**src/rtl/comp_mult_arbiter.sv**
```systemverilog
// Round-robin arbiter sharing one complex multiplier among NREQ requesters.
// Issue order is kept in a tag FIFO so in-order results return to their owner.
module comp_mult_arbiter #(
    parameter int DWIDTH = 8,
    parameter int NREQ   = 4,
    parameter int TAG_AW = 3
) (
    input  logic                        clk,
    input  logic                        rst_n,
    input  logic                        sw_rst,
    input  logic [NREQ-1:0]             req_op_val,
    output logic [NREQ-1:0]             req_op_rdy,
    input  logic [NREQ*4*DWIDTH-1:0]    req_op_data,
    output logic [NREQ-1:0]             req_res_val,
    input  logic [NREQ-1:0]             req_res_rdy,
    output logic [4*(DWIDTH+1)-1:0]     req_res_data,
    output logic                        mul_op_val,
    input  logic                        mul_op_rdy,
    output logic [4*DWIDTH-1:0]         mul_op_data,
    input  logic                        mul_res_val,
    output logic                        mul_res_rdy,
    input  logic [4*(DWIDTH+1)-1:0]     mul_res_data,
    output logic [TAG_AW:0]             outstanding,
    output logic                        tag_err
);

    localparam int GW    = (NREQ > 1) ? $clog2(NREQ) : 1;
    localparam int DEPTH = 2 ** TAG_AW;
    localparam logic [TAG_AW:0] FULL_CNT = (TAG_AW+1)'(DEPTH);

    logic [GW-1:0]     rr_ptr_q, rr_ptr_d;
    logic [GW-1:0]     grant, head;
    logic [TAG_AW-1:0] wr_ptr_q, rd_ptr_q;
    logic [TAG_AW:0]   cnt_q, cnt_d;
    logic              tag_err_q;
    logic [GW-1:0]     tag_mem_q [DEPTH];
    logic              live, full, empty, push, pop;

    // Handshakes are suppressed while either reset is active.
    assign live  = rst_n & ~sw_rst;
    assign full  = (cnt_q == FULL_CNT);
    assign empty = (cnt_q == '0);
    assign head  = tag_mem_q[rd_ptr_q];

    always_comb begin
        grant = rr_ptr_q;
        for (int k = NREQ - 1; k >= 0; k--) begin
            int idx;
            idx = int'(rr_ptr_q) + k;
            if (idx >= NREQ) idx = idx - NREQ;
            if (req_op_val[idx]) grant = GW'(idx);
        end
    end

    assign mul_op_val  = live & (|req_op_val) & ~full;
    assign mul_op_data = req_op_data[grant*4*DWIDTH +: 4*DWIDTH];

    always_comb begin
        req_op_rdy  = '0;
        req_res_val = '0;
        for (int i = 0; i < NREQ; i++) begin
            req_op_rdy[i]  = live & (grant == GW'(i)) & mul_op_rdy & ~full;
            req_res_val[i] = live & mul_res_val & ~empty & (head == GW'(i));
        end
    end

    assign mul_res_rdy  = live & ~empty & req_res_rdy[head];
    assign req_res_data = mul_res_data;

    assign push = mul_op_val & mul_op_rdy;
    assign pop  = mul_res_val & mul_res_rdy;

    always_comb begin
        cnt_d = cnt_q;
        if (push && !pop) cnt_d = cnt_q + 1'b1;
        if (pop && !push) cnt_d = cnt_q - 1'b1;
    end

    always_comb begin
        rr_ptr_d = rr_ptr_q;
        if (push) rr_ptr_d = (grant == GW'(NREQ-1)) ? '0 : grant + 1'b1;
    end

    always_ff @(posedge clk or negedge rst_n) begin
        if (!rst_n) begin
            rr_ptr_q  <= '0;
            wr_ptr_q  <= '0;
            rd_ptr_q  <= '0;
            cnt_q     <= '0;
            tag_err_q <= 1'b0;
        end else if (sw_rst) begin
            rr_ptr_q  <= '0;
            wr_ptr_q  <= '0;
            rd_ptr_q  <= '0;
            cnt_q     <= '0;
            tag_err_q <= 1'b0;
        end else begin
            rr_ptr_q  <= rr_ptr_d;
            cnt_q     <= cnt_d;
            tag_err_q <= tag_err_q | (mul_res_val & empty);
            if (push) wr_ptr_q <= wr_ptr_q + 1'b1;
            if (pop)  rd_ptr_q <= rd_ptr_q + 1'b1;
        end
    end

    always_ff @(posedge clk) begin
        if (push) tag_mem_q[wr_ptr_q] <= grant;
    end

    assign outstanding = cnt_q;
    assign tag_err     = tag_err_q;

endmodule

```
**config.mk**
```make
export PLATFORM = sky130hd
export DESIGN_NAME = comp_mult_arbiter
export DESIGN_NICKNAME = d
export VERILOG_FILES = /design/src/rtl/comp_mult_arbiter.sv
export SDC_FILE = /design/constraint.sdc
export NUM_CORES = 1
export LEC_CHECK = 0
export CAP_MARGIN = 0
export CORE_ASPECT_RATIO = 2
export CORE_MARGIN = 10
export CORE_UTILIZATION = 27
export CTS_CLUSTER_DIAMETER = 150
export DETAILED_ROUTE_END_ITERATION = 12
export GPL_ROUTABILITY_DRIVEN = 1
export PLACE_DENSITY_LB_ADDON = 0.15
export SYNTH_ARGS = -nofsm -noshare
export SYNTH_HDL_FRONTEND = slang
export SYNTH_SLANG_ARGS = --single-unit
```
**constraint.sdc**
```tcl
create_clock -name clk -period 3.85 [get_ports clk]
set_input_delay 1.155 -clock clk [delete_from_list [all_inputs] [get_ports clk]]
set_output_delay 1.155 -clock clk [all_outputs]
set_load 0.01 [all_outputs]
```
==> qor.yml <==
timing:
  setup_viol: 0
  fmax_mhz: 260.5
  rsz0062_at_grt: "yes"
  period_minus_slack_ps: 3838
  final_max_slew_viol_count: 0
  tightest_slew_ps: 380.0
  tns_ps: 0
  hold_violations: 0
  skew_ps: 5.966
  maxSlewHeadroom: 0.7443
  finalCritPeriodShare: 0.9969
placed_design:
  dp_hpwl_um: 10910
  dp.cells: 517
  place_congestion: 0.7917
  portBuffers: 187
  place_area_sq_um: 4596
die:
  die_x_um: 90.09
  die_h_um: 160.2
  die-area_sq_um: 14430
  row_count: 51
  start_util: 0.2735
  fp.coreArea_sq_um: 9699
  ioPinCount: 260
yosys:
  synth_top_area_cell: "mux4_2"
  async_flop_share: 0.4483
  yosysWarnings: 0
  yosysSeqAreaShare: 0.3038
  post_synth_main_area_contributors: "mux4_2 (29%), edfxtp_1 (18%), dfrtp_1 (12%), buf_4 (10%), ha_1 (3.8%)"
  synthMuxAreaShare: 0.3443
  synth-xor-area-share: 0.01321
  syn_inst: 219
  synth_edf_count: 16
  synth_nets: 405
  synth.distinct_cells: 41
  syn_avg_cell_area_sq_um: 12.11
  netlist_area_sq_um: 2653
  synthFlopType: "edfxtp_1"
  synth_top_area_frac: 0.2887
  synth-simple-area-share: 0.1222
  synthAdderAreaFrac: 0.04528
  yosys_register_bits: 29
  synth_compound_area_frac: 0.04528
  synth_top_family_by_area: "multiplexers"
clock_tree:
  insertion_delay_ps: 280
  cts_buffers: 5
  cts_sinks: 29
  clock_path_buffers: 2
  cts_root_buf: "clkbuf_16"
  clk_pin_slew_worst_paths_ps: 50
  tritoncts: "yes"
  ctsHoldBuffers: 0
  h-tree-depth: 2
setup_path:
  critical_path.top_delay_family: "buffers and inverters"
  crit_top_cell: "buf_12"
  rr_startpoint: "rd_ptr_q[0]"
  crit_slowest_cell: "mux4_2"
  critPathMaxStageDelay_ps: 530
  critical_path_class: "input pin to output pin"
  worstSetupStartpointType: "input pin"
  required_ps: 2690
  worstPathArrival_ps: 2680
  setup.worst_path.end_class: "output pin"
  r2r_slack_ps: 490
  path_cells: "buf_8 > o22ai_2 > nand2_1 > o211ai_1 > buf_4 > buf_12 > buf_12 > mux4_2 > buf_6"
  crit_path_start: "req_op_val[1]"
  rr_worst_depth: 12
  critical_path_buf_inv_count: 5
  cp_max_fo: 8
  r2r_end: "outstanding[3]"
route:
  route.detailed.drc: 0
  postRouteAntennaNets: 0
  wl_um: 12860
  via_count: 2569
  drtPass1Iterations: 4
  via_per_inst: 4.766
  drt_iter0_markers: 86
  drt-wirelength-per-cell_um: 23.85
final_layout:
  fin_cells: 539
  fin_util: 0.5058
  drive_gt1_frac: 0.3103
  fin_area_sq_um: 4906
  n_fill_cell: 911
  area_growth_pct: 84.95
  num-nets-final: 591
grt:
  grt_max_degree: 21
  antenna_found_initial: 1
  grt.total_usage: 0.1691
  grt_pass1_vias: 2790
  grt_first_pass_wirelength_um: 18650
  overflow: 0
hold_path:
  holdPathEnd: "tag_err"
  whs_path_depth: 2
  hp-class: "flop to flop"
  min_from: "tag_err"
power_and_ir_drop:
  p_int_mw: 1.114
  power.switching_mw: 0.4874
  power_leakage_nw: 2.009
  ir_drop_v: 0.0001492
  pwr-share-comb: 0.523
  pwr-share-clk: 0.229
  p_per_area_nw_per_um2: 326.5
  sequentialPowerShare: 0.248
  swShare: 0.3043
job:
  maxCapViolations: 0
status:
  outcome: "complete, no violations"
per-layer routing:
metal  track usage  part of all wire  vias up
li1              -                 -     1173
met1        0.1488              0.31     1241
met2        0.3383              0.59      131
met3       0.04977             0.074       24
met4       0.06914             0.029        0
met5             0                 0        -
layout by cell type, fill, tap and decap left out, drive strengths merged, types with 3 or more instances in the layout:
cell / n
clkdlybuf4s50: 141
buf: 61
mux4: 36
edfxtp: 16
nor2: 16
nand2: 16
clkbuf: 15
dfrtp: 13
ha: 8
clkdlybuf4s15: 8
nand3: 7
dlygate4sd2: 6
mux2: 6
a21oi: 5
and3: 5
nand2b: 5
nor2b: 5
nor3: 4
inv: 4
xor2: 3
and2: 3
logic make-up (layout without fill, tap and decap cells):
logic type | count (synthesis) | after routing
compound gates | 18 | 18
xor+xnor | 4 | 4
fa+ha+maj | 9 | 9
buf+inv | 50 | 237
flops | 29 | 29
mux | 44 | 44
other cells | 0 | 1
simple gates | 65 | 65
worst max path at each step:
stage	to	slack [ps]	depth (start not counted)
2_1_floorplan	req_op_rdy[3]	-50	7
3_3_place_gp	mul_op_data[19]	-790	8
3_5_place_dp	req_op_rdy[3]	-820	10
4_1_cts	mul_op_data[1]	-3	9
5_1_grt	mul_op_data[1]	-40	9
6_report	mul_op_data[1]	10	9
what timing repair did:
action                                  in CTS  in global routing
resized for setup                          159                 34
endpoints found under the setup margin      42                 33
buffers inserted                             8                  3
cloned                                       1                  2
pin swaps                                    5                  3
power by group through the flow:
stage                     logic, mW  clock network (mW)  registers, mW
after global placement        0.799                   0          0.400
final                         0.838               0.367          0.397
after detailed placement      0.805                   0          0.402
after floorplan               0.374                   0          0.397
after CTS                     0.813               0.373          0.397
after global routing          0.900               0.390          0.402
area by class of cell:
| type | count | area [sq um] | area share |
|---|---|---|---|
| Clock buffer | 6 | 128.9 | 0.02627 |
| Timing Repair Buffer | 225 | 2225 | 0.4535 |
| Inverter | 4 | 15.01 | 0.003060 |
| Multi-Input combinational cell | 140 | 1553 | 0.3165 |
| Clock inverter | 2 | 10.01 | 0.002040 |
| Tap cell | 132 | 165.2 | 0.03366 |
| Sequential cell | 29 | 807.0 | 0.1645 |
| Antenna cell | 1 | 2.502 | 0.0005101 |
flip-flops by register name, summed over array words and instances, names as in the netlist:
signal / count
outstanding: 4
rd_ptr_q: 3
rr_ptr_q: 2
tag_err: 1
tag_mem_q: 16
wr_ptr_q: 3
synthesized netlist by cell type (2+ instances only):
cell type,n
buf_2,3
a21oi_1,5
nand3_1,6
nor2_1,16
o21ai_0,2
nor2b_1,5
ha_1,8
nand2b_1,5
a21o_1,2
dfrtp_1,13
a211oi_1,2
clkbuf_1,6
mux2i_1,2
buf_4,36
nor3_1,4
inv_1,4
xor2_1,3
nor4_1,2
and2_1,3
mux2_4,2
edfxtp_1,16
mux2_1,3
and3_1,5
nand2_1,15
mux4_2,34
mux4_1,2
metrics by stage:
step	setup slack, ps	hold slack, ps	total power, mW
floorplan	-48.21	526.4	0.7711
global placement	-794.3	483.2	1.199
detailed placement	-817.0	490.4	1.207
CTS	-3.315	503.2	1.584
global route	-38.95	574.6	1.692
finish	11.81	492.9	1.602
worst reg2reg max path: stages, from the launching register on:
cell and delay (ps):
dfrtp_2 470, mux2_1 360, mux4_2 520, mux4_2 470, buf_4 170, nand3_2 80
inv_1 80, ha_1 280, a21o_1 180, a21oi_1 240, and4_1 240, a211oi_1 50
a31oi_1 140
No activity file was read; power rests on OpenSTA's default activity.
